**config.mk**
```make
export PLATFORM = sky130hd
export DESIGN_NAME = bedrock_reg_endpoint
export DESIGN_NICKNAME = d
export VERILOG_FILES = /design/src/rtl/bedrock_reg_endpoint.sv
export SDC_FILE = /design/constraint.sdc
export NUM_CORES = 1
export LEC_CHECK = 0
export CORE_AREA = 10 10 157 159
export CTS_BUF_LIST = sky130_fd_sc_hd__clkbuf_8
export CTS_CLUSTER_DIAMETER = 30
export DETAILED_ROUTE_END_ITERATION = 8
export DIE_AREA = 0 0 167 169
export GPL_TIMING_DRIVEN = 0
export PLACE_DENSITY_LB_ADDON = 0.15
export SLEW_MARGIN = 5
export SYNTH_ARGS = -nofsm -noshare
export SYNTH_HDL_FRONTEND = slang
export SYNTH_SLANG_ARGS = --single-unit
```
**constraint.sdc**
```tcl
create_clock -name clk_i -period 1.93 [get_ports clk_i]
set_input_delay 0.4825 -clock clk_i [delete_from_list [all_inputs] [get_ports clk_i]]
set_output_delay 0.4825 -clock clk_i [all_outputs]
set_load 0.005 [all_outputs]
```
**src/rtl/bedrock_reg_endpoint.sv**
```systemverilog
// bedrock_reg_endpoint: single-beat BedRock I/O command endpoint.
// Each accepted command is decoded against per-element wildcard address
// patterns. A matched element gets a one-cycle read or write strobe. The
// command header is then echoed back as a registered response, one cycle
// after it is accepted.
//
// I/O header layout, LSB first:
//   [3:0]   msg_type
//   [7:4]   subop
//   [..]    addr    (paddr_width_p bits)
//   [..]    size    (3 bits, log2 of the byte count)
//   [..]    payload (payload_width_p bits)
module bedrock_reg_endpoint #(
    parameter int paddr_width_p    = 40,
    parameter int payload_width_p  = 16,
    parameter int data_width_p     = 64,
    parameter int els_p            = 1,
    parameter int reg_addr_width_p = 20,
    // Wildcard patterns; X/Z bits are don't-care in the decode.
    parameter logic [els_p-1:0][reg_addr_width_p-1:0] base_addr_p = '0,
    localparam int header_width_lp = 4 + 4 + paddr_width_p + 3 + payload_width_p,
    localparam int lg_bytes_lp     = ((data_width_p / 8) == 1) ? 1 : $clog2(data_width_p / 8),
    localparam int size_width_lp   = $clog2(lg_bytes_lp + 1)
) (
    input  logic                                 clk_i,
    input  logic                                 reset_i,

    input  logic [header_width_lp-1:0]           mem_cmd_header_i,
    input  logic [data_width_p-1:0]              mem_cmd_data_i,
    input  logic                                 mem_cmd_v_i,
    output logic                                 mem_cmd_ready_and_o,
    input  logic                                 mem_cmd_last_i,

    output logic [header_width_lp-1:0]           mem_resp_header_o,
    output logic [data_width_p-1:0]              mem_resp_data_o,
    output logic                                 mem_resp_v_o,
    input  logic                                 mem_resp_ready_and_i,
    output logic                                 mem_resp_last_o,

    output logic [els_p-1:0]                     r_v_o,
    output logic [els_p-1:0]                     w_v_o,
    output logic [reg_addr_width_p-1:0]          addr_o,
    output logic [size_width_lp-1:0]             size_o,
    output logic [data_width_p-1:0]              data_o,
    input  logic [els_p-1:0][data_width_p-1:0]   data_i
);

    // BedRock memory message types
    localparam logic [3:0] MSG_RD    = 4'b0000;
    localparam logic [3:0] MSG_WR    = 4'b0001;
    localparam logic [3:0] MSG_UC_RD = 4'b0010;
    localparam logic [3:0] MSG_UC_WR = 4'b0011;

    localparam int addr_lsb_lp = 8;
    localparam int size_lsb_lp = 8 + paddr_width_p;

    logic                       r_resp_v;
    logic [header_width_lp-1:0] r_resp_header;
    logic [data_width_p-1:0]    r_resp_data;

    logic [3:0]                 w_msg_type;
    logic                       w_is_read;
    logic                       w_is_write;
    logic                       w_cmd_fire;
    logic                       w_resp_fire;
    logic [els_p-1:0]           w_hit;
    logic [els_p-1:0]           w_sel;
    logic                       w_any_hit;
    logic [data_width_p-1:0]    w_rdata;
    logic                       w_unused;

    // Fields taken straight from the live command, whether or not it is valid
    assign w_msg_type = mem_cmd_header_i[3:0];
    assign addr_o     = mem_cmd_header_i[addr_lsb_lp +: reg_addr_width_p];
    assign size_o     = mem_cmd_header_i[size_lsb_lp +: size_width_lp];
    assign data_o     = mem_cmd_data_i;

    assign w_is_read  = (w_msg_type == MSG_RD) | (w_msg_type == MSG_UC_RD);
    assign w_is_write = (w_msg_type == MSG_WR) | (w_msg_type == MSG_UC_WR);

    // The reset term keeps the endpoint closed while reset is held
    assign mem_cmd_ready_and_o = reset_i & (~r_resp_v | mem_resp_ready_and_i);
    assign w_cmd_fire          = mem_cmd_v_i & mem_cmd_ready_and_o;
    assign w_resp_fire         = r_resp_v & mem_resp_ready_and_i;

    // Only single-beat commands exist, so the last flag and the remaining
    // header bits carry no control meaning here
    assign w_unused = &{1'b0, mem_cmd_last_i, mem_cmd_header_i};

    genvar g;
    generate
        for (g = 0; g < els_p; g++) begin : g_match
            assign w_hit[g] = (addr_o ==? base_addr_p[g]);
        end
    endgenerate

    // Priority select: the lowest matching index wins; its read data is muxed out
    always_comb begin
        w_sel     = '0;
        w_any_hit = 1'b0;
        w_rdata   = '0;
        for (int i = 0; i < els_p; i++) begin
            w_sel[i]  = w_hit[i] & ~w_any_hit;
            w_any_hit = w_any_hit | w_hit[i];
            w_rdata   = w_rdata | ({data_width_p{w_sel[i]}} & data_i[i]);
        end
    end

    assign r_v_o = w_sel & {els_p{w_cmd_fire & w_is_read}};
    assign w_v_o = w_sel & {els_p{w_cmd_fire & w_is_write}};

    // Response register: load on accept, clear on drain, otherwise hold
    always_ff @(posedge clk_i or negedge reset_i) begin
        if (!reset_i) begin
            r_resp_v      <= 1'b0;
            r_resp_header <= '0;
            r_resp_data   <= '0;
        end else if (w_cmd_fire) begin
            r_resp_v      <= 1'b1;
            r_resp_header <= mem_cmd_header_i;
            r_resp_data   <= (w_is_read & w_any_hit) ? w_rdata : '0;
        end else if (w_resp_fire) begin
            r_resp_v      <= 1'b0;
        end else begin
            r_resp_v      <= r_resp_v;
        end
    end

    assign mem_resp_v_o      = r_resp_v;
    assign mem_resp_last_o   = r_resp_v;
    assign mem_resp_header_o = r_resp_header;
    assign mem_resp_data_o   = r_resp_data;

endmodule

```
==> results of run 1 <==
==> stage by stage <==
stage	hold slack, ns	cells	TNS, ns	setup slack (ns)
after floorplan	0.187	545	0	0.0297
after CTS	0.0578	1243	-0.577	-0.291
after detailed placement	0.478	1182	-121.65	-1.88
after global routing	0.0624	1245	-0.653	-0.332
after global placement	0.470	1181	-1593.98	-7.59
final	0.0821	1245	-0.499	-0.255
==> repair_timing <==
item,4_1_cts,5_1_grt
pin swaps,11,6
gates cloned,3,0
hold buffers,4,0
gates resized for setup,141,25
setup endpoints to repair,157,58
setup buffers,23,1
hold endpoints to repair,63,0
==> cell usage in the layout, fill, tap and decap left out, types with 6 or more instances in the layout <==
master	n
sky130_fd_sc_hd__dfrtp_1	132
sky130_fd_sc_hd__clkbuf_8	18
sky130_fd_sc_hd__nand2_1	66
sky130_fd_sc_hd__mux2_2	48
sky130_fd_sc_hd__clkbuf_2	8
sky130_fd_sc_hd__buf_2	15
sky130_fd_sc_hd__buf_4	114
sky130_fd_sc_hd__o41ai_1	62
sky130_fd_sc_hd__nor4_4	6
sky130_fd_sc_hd__o21ai_0	65
sky130_fd_sc_hd__clkbuf_1	25
sky130_fd_sc_hd__dlygate4sd2_1	9
sky130_fd_sc_hd__clkdlybuf4s50_1	321
sky130_fd_sc_hd__buf_6	8
sky130_fd_sc_hd__mux2_1	18
==> worst reg2reg max path, stage by stage, from the launching register on <==
cell	delay [ns]
sky130_fd_sc_hd__dfrtp_1	0.42
sky130_fd_sc_hd__buf_4	0.15
sky130_fd_sc_hd__nor2b_2	0.17
sky130_fd_sc_hd__buf_4	0.18
sky130_fd_sc_hd__nor2_4	0.11
sky130_fd_sc_hd__buf_12	0.13
sky130_fd_sc_hd__buf_4	0.19
sky130_fd_sc_hd__mux2_2	0.34
==> metal layers <==
layer	GRT usage, %	part of all wire [%]	wire [microns]	up-vias
met5	0	0	0	-
met4	4.58	0.99	265	0
met3	5.63	7.3	1930	17
met2	32.0	53	14100	258
met1	20.6	39	10300	2808
li1	-	-	-	2690
==> worst max-delay path by stage <==
| stage | slack, ns | to | startpoint | depth (start not counted) |
|---|---|---|---|---|
| floorplan | 0.03 | r_v_o | mem_cmd_header_i[19] | 5 |
| global placement | -7.59 | r_v_o | reset_i | 6 |
| detailed placement | -1.88 | r_v_o | reset_i | 7 |
| CTS | -0.29 | r_v_o | mem_resp_last_o | 6 |
| global route | -0.33 | w_v_o | mem_resp_last_o | 6 |
| finish | -0.26 | r_v_o | mem_cmd_header_i[26] | 8 |
==> state kept, by name (all words and copies together), names as in the netlist <==
name and flops:
mem_resp_data_o 64, mem_resp_header_o 67, mem_resp_last_o 1
==> final cells by class <==
cell class,count,share of cell area [%]
diodes,2,0.0453
plain buffers,133,8.68
clock buffers,18,2.24
clock inverters,14,1.61
inverters,1,0.0679
multi-input cells,277,19.1
flip-flops and latches,132,29.9
well taps,280,3.17
repair buffers,388,35.2
==> cell families after synthesis <==
| group | synth area share [%] |
|---|---|
| mux | 12.1 |
| simple gates | 5.52 |
| compound gates | 14.4 |
| flops | 53.6 |
| buf+inv | 14.4 |
==> Yosys cell counts <==
| cell | count | area [sq um] |
|---|---|---|
| sky130_fd_sc_hd__clkbuf_1 | 35 | 131 |
| sky130_fd_sc_hd__nand2_1 | 67 | 251 |
| sky130_fd_sc_hd__mux2_1 | 18 | 203 |
| sky130_fd_sc_hd__o41ai_1 | 64 | 561 |
| sky130_fd_sc_hd__nor2b_1 | 1 | 6.26 |
| sky130_fd_sc_hd__buf_4 | 91 | 683 |
| sky130_fd_sc_hd__mux2_2 | 48 | 541 |
| sky130_fd_sc_hd__nor2_1 | 1 | 3.75 |
| sky130_fd_sc_hd__o21ai_1 | 1 | 5.00 |
| sky130_fd_sc_hd__nor4_1 | 7 | 43.8 |
| sky130_fd_sc_hd__buf_2 | 5 | 25.0 |
| sky130_fd_sc_hd__nor2_2 | 1 | 6.26 |
| sky130_fd_sc_hd__nand3_2 | 1 | 10.0 |
| sky130_fd_sc_hd__nand4_1 | 1 | 6.26 |
| sky130_fd_sc_hd__o21ai_0 | 65 | 325 |
| sky130_fd_sc_hd__inv_1 | 1 | 3.75 |
| sky130_fd_sc_hd__buf_6 | 4 | 45.0 |
| sky130_fd_sc_hd__and2_1 | 1 | 6.26 |
| sky130_fd_sc_hd__nand2b_1 | 1 | 6.26 |
| sky130_fd_sc_hd__dfrtp_1 | 132 | 3300 |
==> report_power, final <==
| group | total (mW) | leakage, nW | internal, mW | switching (mW) |
|---|---|---|---|---|
| registers | 3.14 | 1.69 | 3.02 | 0.120 |
| logic | 1.88 | 2.84 | 1.22 | 0.659 |
| clock network | 2.53 | 0.207 | 1.33 | 1.20 |
| total | 7.55 | 4.74 | 5.56 | 1.98 |
==> tab_implementation.tex, run 1 <==
\begin{tabular}{lr}
\hline
Metric & Value \\
\hline
\multicolumn{2}{l}{\textbf{Synthesis}} \\
\quad Average size of a mapped cell & 11.3 sq um \\
\quad Post-synth design cell area & around 0.0062 sq mm \\
\quad Flops \& latches, synth & between 100 and 150 \\
\quad Post-Syn Instances & around 550 \\
\quad Yosys warnings & 0 \\
\quad Portion of the post-synthesis area used by sequential elements & between 50\% and 60\% \\
\quad Number of nets produced by synthesis & 745 \\
\quad Number of distinct library cells after synthesis & 20 \\
\multicolumn{2}{l}{\textbf{Clocking}} \\
\quad Cts bufs inserted & 17 \\
\quad Clk sink count & around 130 \\
\quad CTS max path bufs & 2 \\
\quad Clk\_lat worst skew & roughly 0.44 ns \\
\quad Root Buffer & sky130\_fd\_sc\_hd\_\_clkbuf\_8 \\
\quad Number of H-tree branching levels & 4 \\
\quad CTS tree & done \\
\quad Worst-path clk slew & 0.08 ns \\
\multicolumn{2}{l}{\textbf{Flow run}} \\
\quad Max\_cap viols & 0 \\
\multicolumn{2}{l}{\textbf{Timing}} \\
\quad Worst slew pin tran & about 0.83 ns \\
\quad Max-slew violation count & 0 \\
\quad RSZ-0062 raised after global routing & true \\
\quad Least setup slack across all paths after layout & -0.255 ns \\
\quad Final Setup Violations & 2 \\
\quad Maximum clock skew at final layout & 0.00768 ns \\
\quad Relative slew slack & between 40 and 50\% \\
\quad Upper clock frequency limit & between 400 and 500 MHz \\
\quad Final count of hold timing violations & 0 \\
\quad Period Utilization, post-route & 113\% \\
\quad Shortest period the worst path allows & 2.19 ns \\
\multicolumn{2}{l}{\textbf{Layout}} \\
\quad Final non-filler cell area & approximately 0.011 sq mm \\
\quad Area growth from synthesis to layout & 79.3\% \\
\quad Final Core Density & between 50\% and 60\% \\
\quad Area taken by flip-flops and latches & between 0.003 and 0.004 sq mm \\
\quad Layout cell share with drive strength beyond 1 & between 20\% and 30\% \\
\quad Area of combinational cells with multiple inputs & about 0.0021 sq mm \\
\quad Number of filler instances in the final layout & between 2000 and 2500 \\
\quad Net count, final & between 1000 and 1500 \\
\multicolumn{2}{l}{\textbf{GRT}} \\
\quad Vias in the first global route & 6098 \\
\quad Pin count of the biggest net entering global routing & 37 \\
\quad Number of antenna violations at the first check in global routing & 2 \\
\quad Wire length of the first global-routing pass & between 30000 and 40000 microns \\
\quad GRT overflow & 0 \\
\quad GRT Overall Usage & 18.0\% \\
\multicolumn{2}{l}{\textbf{Setup path}} \\
\quad Endpoint required time on the critical path & 1.45 ns \\
\quad Critical R2R Launch & mem\_resp\_last\_o \\
\quad Crit start category & input pin \\
\quad Nature of the critical path endpoint & output port \\
\quad Worst r2r path cells & 7 \\
\quad Family with the most delay on the worst path & buffers and inverters \\
\quad Highest fanout seen on the critical path & 2 \\
\quad Flop-to-flop setup slack & between 0.1 and 0.15 ns \\
\quad Cell Chain, Critical Path & buf\_8 -> nor4\_4 -> nand4\_1 -> buf\_4 -> buf\_8 -> buf\_8 -> nor4\_4 -> buf\_2 \\
\quad Reg2Reg Capture Point & mem\_resp\_header\_o[41] \\
\quad Worst path max stage delay & approximately 0.31 ns \\
\quad Crit path arrival time & $\sim$1.7 ns \\
\quad Number of buffers and inverters on the critical path & 5 \\
\quad Category of the critical setup timing path & input pin to output port \\
\quad Most frequent cell on the critical path & sky130\_fd\_sc\_hd\_\_buf\_8 \\
\quad Crit-path slowest cell & sky130\_fd\_sc\_hd\_\_nor4\_4 \\
\multicolumn{2}{l}{\textbf{Placed design}} \\
\quad Final estimated routing congestion in global placement & just under 0.8 \\
\quad Instance area at placement & 0.0101 sq mm \\
\quad Half-perimeter wire length of the detailed placement result & about 20000 microns \\
\quad Port buffer count & $\sim$360 \\
\multicolumn{2}{l}{\textbf{Floorplan}} \\
\quad IO Count & 422 \\
\quad Effective utilization at floorplan & 28.6\% \\
\quad Die Width & approximately 170 microns \\
\quad Die footprint & 0.0282 sq mm \\
\quad CORE AREA & 0.0216 sq mm \\
\quad Row count & 54 \\
\quad Height of the die & approximately 170 microns \\
\multicolumn{2}{l}{\textbf{Route}} \\
\quad First-pass DRT Iterations & 4 \\
\quad Routed via count & about 5800 \\
\quad Wire per inst & between 20 and 25 microns \\
\quad Residual DRC & 0 \\
\quad DRT iter0 DRCs & roughly 260 \\
\quad Detailed-route vias per instance & between 4 and 5 \\
\quad DRT antenna net count & 0 \\
\quad Wire length after detailed routing & roughly 27000 microns \\
\multicolumn{2}{l}{\textbf{Power}} \\
\quad Final total power & between 7 and 8 mW \\
\quad Total leakage power & $\sim$4.7 nW \\
\quad Peak VDD IR & 0.437 mV \\
\quad Pwr dens & roughly 680 mW/mm\^{}2 \\
\multicolumn{2}{l}{\textbf{Min path}} \\
\quad Worst min-delay path category & input pin to asynchronous set/reset pin \\
\multicolumn{2}{l}{\textbf{Run status}} \\
\quad Violations in the final reports & setup timing \\
\quad Status & finished with violations \\
\hline
\end{tabular}
No activity file was read; power rests on OpenSTA's default activity.
==> inputs of run 2 (changes only) <==
--- a/config.mk
+++ b/config.mk
@@ -5,6 +5,7 @@
 export SDC_FILE = /design/constraint.sdc
 export NUM_CORES = 1
 export LEC_CHECK = 0
+export CAP_MARGIN = 20
 export CORE_AREA = 10 10 157 159
 export CTS_BUF_LIST = sky130_fd_sc_hd__clkbuf_8
 export CTS_CLUSTER_DIAMETER = 30
==> run 2 against run 1 <==
Net effect: the run still ends with setup timing left; register-to-register slack about the same; worst setup slack unchanged; flip-flop and latch count unchanged; critical path depth unchanged; critical path type unchanged.
==> tab_implementation.tex, run 2 (same netlist as run 1, synthesis figures left out) <==
\begin{tabular}{lr}
\hline
Metric & Value \\
\hline
\multicolumn{2}{l}{\textbf{GRT}} \\
\quad Number of antenna violations at the first check in global routing & 2 (unchanged) \\
\quad Wire length of the first global-routing pass & 39500 microns (unchanged) \\
\quad GRT Overall Usage & 18.0\% (unchanged) \\
\quad Vias in the first global route & 6098 (unchanged) \\
\quad Pin count of the biggest net entering global routing & 37 (unchanged) \\
\quad GRT overflow & 0 (unchanged) \\
\multicolumn{2}{l}{\textbf{Route}} \\
\quad DRT iter0 DRCs & 259 (unchanged) \\
\quad Routed via count & 5773 (unchanged) \\
\quad Residual DRC & 0 (unchanged) \\
\quad DRT antenna net count & 0 (unchanged) \\
\quad Wire per inst & 21.4 microns (unchanged) \\
\quad Wire length after detailed routing & 26600 microns (unchanged) \\
\quad Detailed-route vias per instance & 4.64 (unchanged) \\
\quad First-pass DRT Iterations & 4 (unchanged) \\
\multicolumn{2}{l}{\textbf{Layout}} \\
\quad Most common library cell in the layout ignoring fill and taps & sky130\_fd\_sc\_hd\_\_clkdlybuf4s50\_1 \\
\quad Area growth from synthesis to layout & 79.3\% (unchanged) \\
\quad Commonest cells after routing, fill and taps aside & 321 x sky130\_fd\_sc\_hd\_\_clkdlybuf4s50\_1, 132 x sky130\_fd\_sc\_hd\_\_dfrtp\_1, 114 x sky130\_fd\_sc\_hd\_\_buf\_4 \\
\quad Number of filler instances in the final layout & 2009 (unchanged) \\
\quad Final Core Density & 51.3\% (unchanged) \\
\quad Layout cell share with drive strength beyond 1 & 26.7\% (unchanged) \\
\quad Flip-flop count of the largest register after layout & 67 (unchanged) \\
\quad Final non-filler cell area & 0.0111 sq mm (unchanged) \\
\quad Net count, final & 1150 (unchanged) \\
\multicolumn{2}{l}{\textbf{Floorplan}} \\
\quad IO Count & 422 (unchanged) \\
\quad Height of the die & 169 microns (unchanged) \\
\quad Die Width & 167 microns (unchanged) \\
\quad CORE AREA & 0.0216 sq mm (unchanged) \\
\quad Effective utilization at floorplan & 28.6\% (unchanged) \\
\quad Row count & 54 (unchanged) \\
\quad Die footprint & 0.0282 sq mm (unchanged) \\
\multicolumn{2}{l}{\textbf{Run status}} \\
\quad Status & finished with violations \\
\quad Violations in the final reports & setup timing \\
\multicolumn{2}{l}{\textbf{Setup path}} \\
\quad Category of the critical setup timing path & input pin to output port \\
\quad Nature of the critical path endpoint & output port \\
\quad Flop-to-flop setup slack & 0.12 ns (about the same) \\
\quad Crit path arrival time & 1.70 ns (about the same) \\
\quad Highest fanout seen on the critical path & 2 (unchanged) \\
\quad Endpoint required time on the critical path & 1.45 ns (about the same) \\
\quad Crit start category & input pin \\
\multicolumn{2}{l}{\textbf{Flow run}} \\
\quad Max\_cap viols & 0 (unchanged) \\
\multicolumn{2}{l}{\textbf{Power}} \\
\quad Total leakage power & 4.74 nW (unchanged) \\
\quad Final total power & 7.55 mW (unchanged) \\
\quad Peak VDD IR & 0.437 mV (unchanged) \\
\quad Pwr dens & 683 mW/mm\^{}2 (unchanged) \\
\multicolumn{2}{l}{\textbf{Clocking}} \\
\quad CTS tree & done \\
\quad Number of H-tree branching levels & 4 (unchanged) \\
\quad Cts bufs inserted & 17 (unchanged) \\
\quad Root Buffer & sky130\_fd\_sc\_hd\_\_clkbuf\_8 \\
\quad Clk sink count & 132 (unchanged) \\
\quad Worst-path clk slew & 0.08 ns (about the same) \\
\quad CTS max path bufs & 2 (unchanged) \\
\quad Clk\_lat worst skew & 0.44 ns (about the same) \\
\multicolumn{2}{l}{\textbf{Timing}} \\
\quad Max-slew violation count & 0 (unchanged) \\
\quad Relative slew slack & 44.6\% (unchanged) \\
\quad RSZ-0062 raised after global routing & true \\
\quad Period Utilization, post-route & 113\% (unchanged) \\
\quad Worst slew pin tran & 0.829 ns (unchanged) \\
\quad Least setup slack across all paths after layout & -0.255 ns (unchanged) \\
\quad Upper clock frequency limit & 458 MHz (unchanged) \\
\quad Final count of hold timing violations & 0 (unchanged) \\
\quad Final Setup Violations & 2 (unchanged) \\
\quad Final setup TNS & -0.499 ns (unchanged) \\
\quad Shortest period the worst path allows & 2.19 ns (unchanged) \\
\quad Maximum clock skew at final layout & 0.00768 ns (unchanged) \\
\multicolumn{2}{l}{\textbf{Placed design}} \\
\quad Half-perimeter wire length of the detailed placement result & 20300 microns (unchanged) \\
\quad Final estimated routing congestion in global placement & 0.769 (unchanged) \\
\quad Instance area at placement & 0.0101 sq mm (unchanged) \\
\quad Port buffer count & 356 (unchanged) \\
\multicolumn{2}{l}{\textbf{Min path}} \\
\quad Worst min-delay path category & input pin to asynchronous set/reset pin \\
\hline
\end{tabular}
==> run 2: cell counts in the layout (fill, tap and decap cells not counted) <==
Identical to the previous run, type by type.
==> run 2: what timing repair did <==
action / 4_1_cts / 5_1_grt
resized for setup: 141 / 25
setup buffers: 23 / 1
endpoints found under the setup margin: 157 / 58
endpoints found under the hold margin: 63 / 0
pin swaps: 11 / 6
hold buffers: 4 / 0
cloned: 3 / 0
==> run 2: path summary, 6_finish.rpt <==
kind                                       start                     to  cells after the start
max                         mem_cmd_header_i[26]                  r_v_o                      8
min                                      reset_i  mem_resp_header_o[48]                      3
max reg2reg                      mem_resp_last_o  mem_resp_header_o[41]                      7
min reg2reg                mem_resp_header_o[27]  mem_resp_header_o[27]                      1
max in group asynchronous                reset_i    mem_resp_data_o[63]                      3
min in group clk_i          mem_cmd_header_i[24]  mem_resp_header_o[24]                      2
==> run 2: critical path, stage by stage <==
cell and delay (ns):
sky130_fd_sc_hd__buf_8 0.10, sky130_fd_sc_hd__nor4_4 0.31, sky130_fd_sc_hd__nand4_1 0.12, sky130_fd_sc_hd__buf_4 0.17
sky130_fd_sc_hd__buf_8 0.12, sky130_fd_sc_hd__buf_8 0.11, sky130_fd_sc_hd__nor4_4 0.11, sky130_fd_sc_hd__buf_2 0.18
==> run 2: layout make-up <==
| type | count | area, sq um | area share (%) |
|---|---|---|---|
| Tap cell | 280 | 350 | 3.17 |
| Clock buffer | 18 | 248 | 2.24 |
| Buffer | 133 | 960 | 8.68 |
| Clock inverter | 14 | 178 | 1.61 |
| Antenna cell | 2 | 5.00 | 0.0453 |
| Sequential cell | 132 | 3300 | 29.9 |
| Inverter | 1 | 7.51 | 0.0679 |
| Timing Repair Buffer | 388 | 3890 | 35.2 |
| Multi-Input combinational cell | 277 | 2110 | 19.1 |
==> run 2: metal layers <==
layer | vias up | GRT usage (%) | wire [microns]
li1 | 2690 | - | -
met1 | 2808 | 20.6 | 10300
met2 | 258 | 32.0 | 14100
met3 | 17 | 5.63 | 1930
met4 | 0 | 4.58 | 265
met5 | - | 0 | 0
==> run 2: where the power goes <==
part	internal, mW	switching (mW)
clock network	1.33	1.20
logic	1.22	0.659
registers	3.02	0.120
total	5.56	1.98
==> run 2: through the flow <==
stage / hold WS [ns] / cells / setup WS [ns]
after floorplan: 0.187 / 545 / 0.0297
final: 0.0821 / 1245 / -0.255
after global routing: 0.0624 / 1245 / -0.332
after detailed placement: 0.478 / 1182 / -1.88
after CTS: 0.0578 / 1243 / -0.291
after global placement: 0.470 / 1181 / -7.59
==> inputs of run 3 (changes only) <==
--- a/config.mk
+++ b/config.mk
@@ -6,11 +6,11 @@
 export NUM_CORES = 1
 export LEC_CHECK = 0
 export CAP_MARGIN = 20
-export CORE_AREA = 10 10 157 159
+export CORE_AREA = 5 5 161 163
 export CTS_BUF_LIST = sky130_fd_sc_hd__clkbuf_8
 export CTS_CLUSTER_DIAMETER = 30
 export DETAILED_ROUTE_END_ITERATION = 8
-export DIE_AREA = 0 0 167 169
+export DIE_AREA = 0 0 166 168
 export GPL_TIMING_DRIVEN = 0
 export PLACE_DENSITY_LB_ADDON = 0.15
 export SLEW_MARGIN = 5
==> run 3 against run 2 <==
Net effect: the run still ends with setup timing left; total power is 1.7% lower; count of clock-buffer cells in the layout is the same; core utilization is 5.7 points lower; sequential share of layout area rose by 0.12 points; largest cell class unchanged.
==> tab_implementation.tex, run 3 (same netlist as run 1, synthesis figures left out) <==
\begin{tabular}{lr}
\hline
Metric & Value \\
\hline
\multicolumn{2}{l}{\textbf{Timing}} \\
\quad Period Utilization, post-route & 115\% (+2.1 points) \\
\quad Final Setup Violations & 2 (unchanged) \\
\quad RSZ-0062 raised after global routing & true \\
\quad Least setup slack across all paths after layout & -0.296 ns (-0.0404 ns) \\
\quad Relative slew slack & 46.5\% (+1.9 points) \\
\quad Maximum clock skew at final layout & 0.00952 ns (+0.00184 ns) \\
\quad Shortest period the worst path allows & 2.23 ns (+0.0404 ns) \\
\quad Max-slew violation count & 0 (unchanged) \\
\quad Worst slew pin tran & 0.800 ns (-0.0287 ns) \\
\quad Final count of hold timing violations & 0 (unchanged) \\
\quad Hold Slack & 0.0630 ns (-0.0191 ns) \\
\quad Upper clock frequency limit & 449 MHz (-1.8\%) \\
\multicolumn{2}{l}{\textbf{Clocking}} \\
\quad CTS tree & done \\
\quad Worst-path clk slew & 0.09 ns (about the same) \\
\quad CTS max path bufs & 2 (unchanged) \\
\quad Clk\_lat worst skew & 0.44 ns (about the same) \\
\quad Clk sink count & 132 (unchanged) \\
\quad Number of H-tree branching levels & 4 (unchanged) \\
\quad Root Buffer & sky130\_fd\_sc\_hd\_\_clkbuf\_8 \\
\quad Cts bufs inserted & 17 (unchanged) \\
\multicolumn{2}{l}{\textbf{GRT}} \\
\quad Pin count of the biggest net entering global routing & 50 (+35\%) \\
\quad Wire length of the first global-routing pass & 38300 microns (-3.0\%) \\
\quad Vias in the first global route & 6159 (+1.0\%) \\
\quad Number of antenna violations at the first check in global routing & 2 (unchanged) \\
\quad GRT Overall Usage & 17.7\% (-0.34 points) \\
\quad GRT overflow & 0 (unchanged) \\
\multicolumn{2}{l}{\textbf{Setup path}} \\
\quad Endpoint required time on the critical path & 1.45 ns (about the same) \\
\quad Number of buffers and inverters on the critical path & 4 (-1) \\
\quad Cell Chain, Critical Path & buf\_2 -> nor4\_4 -> nand4\_1 -> buf\_6 -> clkbuf\_16 -> nor4\_4 -> buf\_2 \\
\quad Highest fanout seen on the critical path & 5 (+3) \\
\quad Family with the most delay on the worst path & simple AND/OR/NAND/NOR gates \\
\quad Category of the critical setup timing path & input pin to output port \\
\quad Crit path arrival time & 1.74 ns (+0.04 ns) \\
\quad Crit-path slowest cell & sky130\_fd\_sc\_hd\_\_nor4\_4 \\
\quad Nature of the critical path endpoint & output port \\
\quad Worst path max stage delay & 0.29 ns (-0.02 ns) \\
\quad Crit start category & input pin \\
\multicolumn{2}{l}{\textbf{Route}} \\
\quad Metal1 wirelength & 9750 microns (-5.5\%) \\
\quad Wire per inst & 19.9 microns (-6.9\%) \\
\quad First-pass DRT Iterations & 4 (unchanged) \\
\quad Detailed-route vias per instance & 4.47 (-3.7\%) \\
\quad Routed via count & 5727 (-0.80\%) \\
\quad Residual DRC & 0 (unchanged) \\
\quad Wire length after detailed routing & 25500 microns (-4.1\%) \\
\quad Met2 Routed Length & 13700 microns (-2.9\%) \\
\quad DRT iter0 DRCs & 244 (-5.8\%) \\
\quad Top routing layer used & met5 \\
\quad DRT antenna net count & 0 (unchanged) \\
\quad Met3 routed WL & 1830 microns (-5.1\%) \\
\multicolumn{2}{l}{\textbf{Layout}} \\
\quad Commonest cells after routing, fill and taps aside & 323 x sky130\_fd\_sc\_hd\_\_clkdlybuf4s50\_1, 131 x sky130\_fd\_sc\_hd\_\_dfrtp\_1, 104 x sky130\_fd\_sc\_hd\_\_buf\_4 \\
\quad Area growth from synthesis to layout & 78.7\% \\
\quad Net count, final & 1145 (-0.43\%) \\
\quad Layout cell share with drive strength beyond 1 & 25.8\% (-0.90 points) \\
\quad Number of filler instances in the final layout & 2301 (+15\%) \\
\quad Flip-flop count of the largest register after layout & 67 (unchanged) \\
\quad Final std cells w/o fill & 1282 (+3.0\%) \\
\quad Antenna fix cells & 0 (-2) \\
\quad Most common library cell in the layout ignoring fill and taps & sky130\_fd\_sc\_hd\_\_clkdlybuf4s50\_1 \\
\quad Final non-filler cell area & 0.0110 sq mm (-0.36\%) \\
\multicolumn{2}{l}{\textbf{Placed design}} \\
\quad Port buffer count & 356 (unchanged) \\
\quad Instance area at placement & 0.0102 sq mm (+0.58\%) \\
\quad Setup slack at placement & -1.77 ns (+0.112 ns) \\
\quad Half-perimeter wire length of the detailed placement result & 18800 microns (-7.2\%) \\
\quad Final estimated routing congestion in global placement & 0.749 (-2.6\%) \\
\quad Post-placement cell count & 1226 (+3.7\%) \\
\multicolumn{2}{l}{\textbf{Power}} \\
\quad Pwr dens & 673 mW/mm\^{}2 (-1.3\%) \\
\quad Peak VDD IR & 0.402 mV (-8.1\%) \\
\quad Total leakage power & 4.68 nW (-1.3\%) \\
\multicolumn{2}{l}{\textbf{Floorplan}} \\
\quad Row count & 57 (+5.6\%) \\
\quad Die footprint & 0.0279 sq mm (-1.2\%) \\
\quad Die Width & 166 microns (-0.60\%) \\
\quad Height of the die & 168 microns (-0.59\%) \\
\quad Effective utilization at floorplan & 25.5\% (-3.1 points) \\
\quad IO Count & 422 (unchanged) \\
\quad CORE AREA & 0.0242 sq mm (+12\%) \\
\multicolumn{2}{l}{\textbf{Min path}} \\
\quad Worst min-delay path category & input pin to asynchronous set/reset pin \\
\multicolumn{2}{l}{\textbf{Flow run}} \\
\quad Max\_cap viols & 0 (unchanged) \\
\multicolumn{2}{l}{\textbf{Run status}} \\
\quad Status & finished with violations \\
\quad Violations in the final reports & setup timing \\
\hline
\end{tabular}
run 3: timing repair:
action,4_1_cts,5_1_grt
gates cloned,3,1
setup endpoints to repair,151,84
pin swaps,11,9
hold buffers,4,0
endpoints found under the hold margin,37,0
setup buffers,11,6
resized for setup,120,39
run 3: worst paths after layout:
kind | slack, ns | start | end | cells past startpoint
max | -0.30 | mem_cmd_header_i[11] | r_v_o | 7
min | 0.06 | reset_i | mem_resp_header_o[60] | 3
max reg2reg | 0.11 | mem_resp_last_o | mem_resp_header_o[27] | 5
min reg2reg | 0.49 | mem_resp_header_o[61] | mem_resp_header_o[61] | 1
max in group asynchronous | 0.62 | reset_i | mem_resp_data_o[32] | 3
min in group clk_i | 0.29 | mem_cmd_header_i[13] | mem_resp_header_o[13] | 2
run 3: metrics by stage:
step                TNS (ns)  total power, mW  util [%]
floorplan                  0             3.73         -
global placement    -1639.33             4.99      41.9
detailed placement   -109.65             5.01      42.1
CTS                   -0.606             7.55      45.4
global route          -0.730             7.80      45.6
finish                -0.555             7.42      45.6
run 3: per-layer routing:
layer  GRT usage, %  up-vias
met4           3.91        2
li1               -     2686
met5              0        -
met1           19.7     2778
met2           33.0      244
met3           5.60       17
run 3: cell type report:
class	instances	area (sq um)	area share, %
buffer	134	987	8.96
inverter	1	3.75	0.0341
clock inverter	14	153	1.39
sequential	132	3300	30.0
clock buffer	18	248	2.25
multi-input combinational	277	2080	18.8
tap	324	405	3.68
timing repair buffer	382	3840	34.8
run 3: worst reg2reg max path, stage by stage (launching register included):
cell and delay, ns:
sky130_fd_sc_hd__dfrtp_2 0.40, sky130_fd_sc_hd__nand2b_4 0.07, sky130_fd_sc_hd__nand3_4 0.10, sky130_fd_sc_hd__buf_4 0.18, sky130_fd_sc_hd__clkbuf_1 0.55, sky130_fd_sc_hd__mux2_1 0.39
run 3: where the power goes:
part / switching (mW) / internal (mW) / leakage (nW)
Clock: 1.22 / 1.19 / 0.197
Sequential: 0.121 / 3.02 / 1.69
Combinational: 0.646 / 1.22 / 2.79
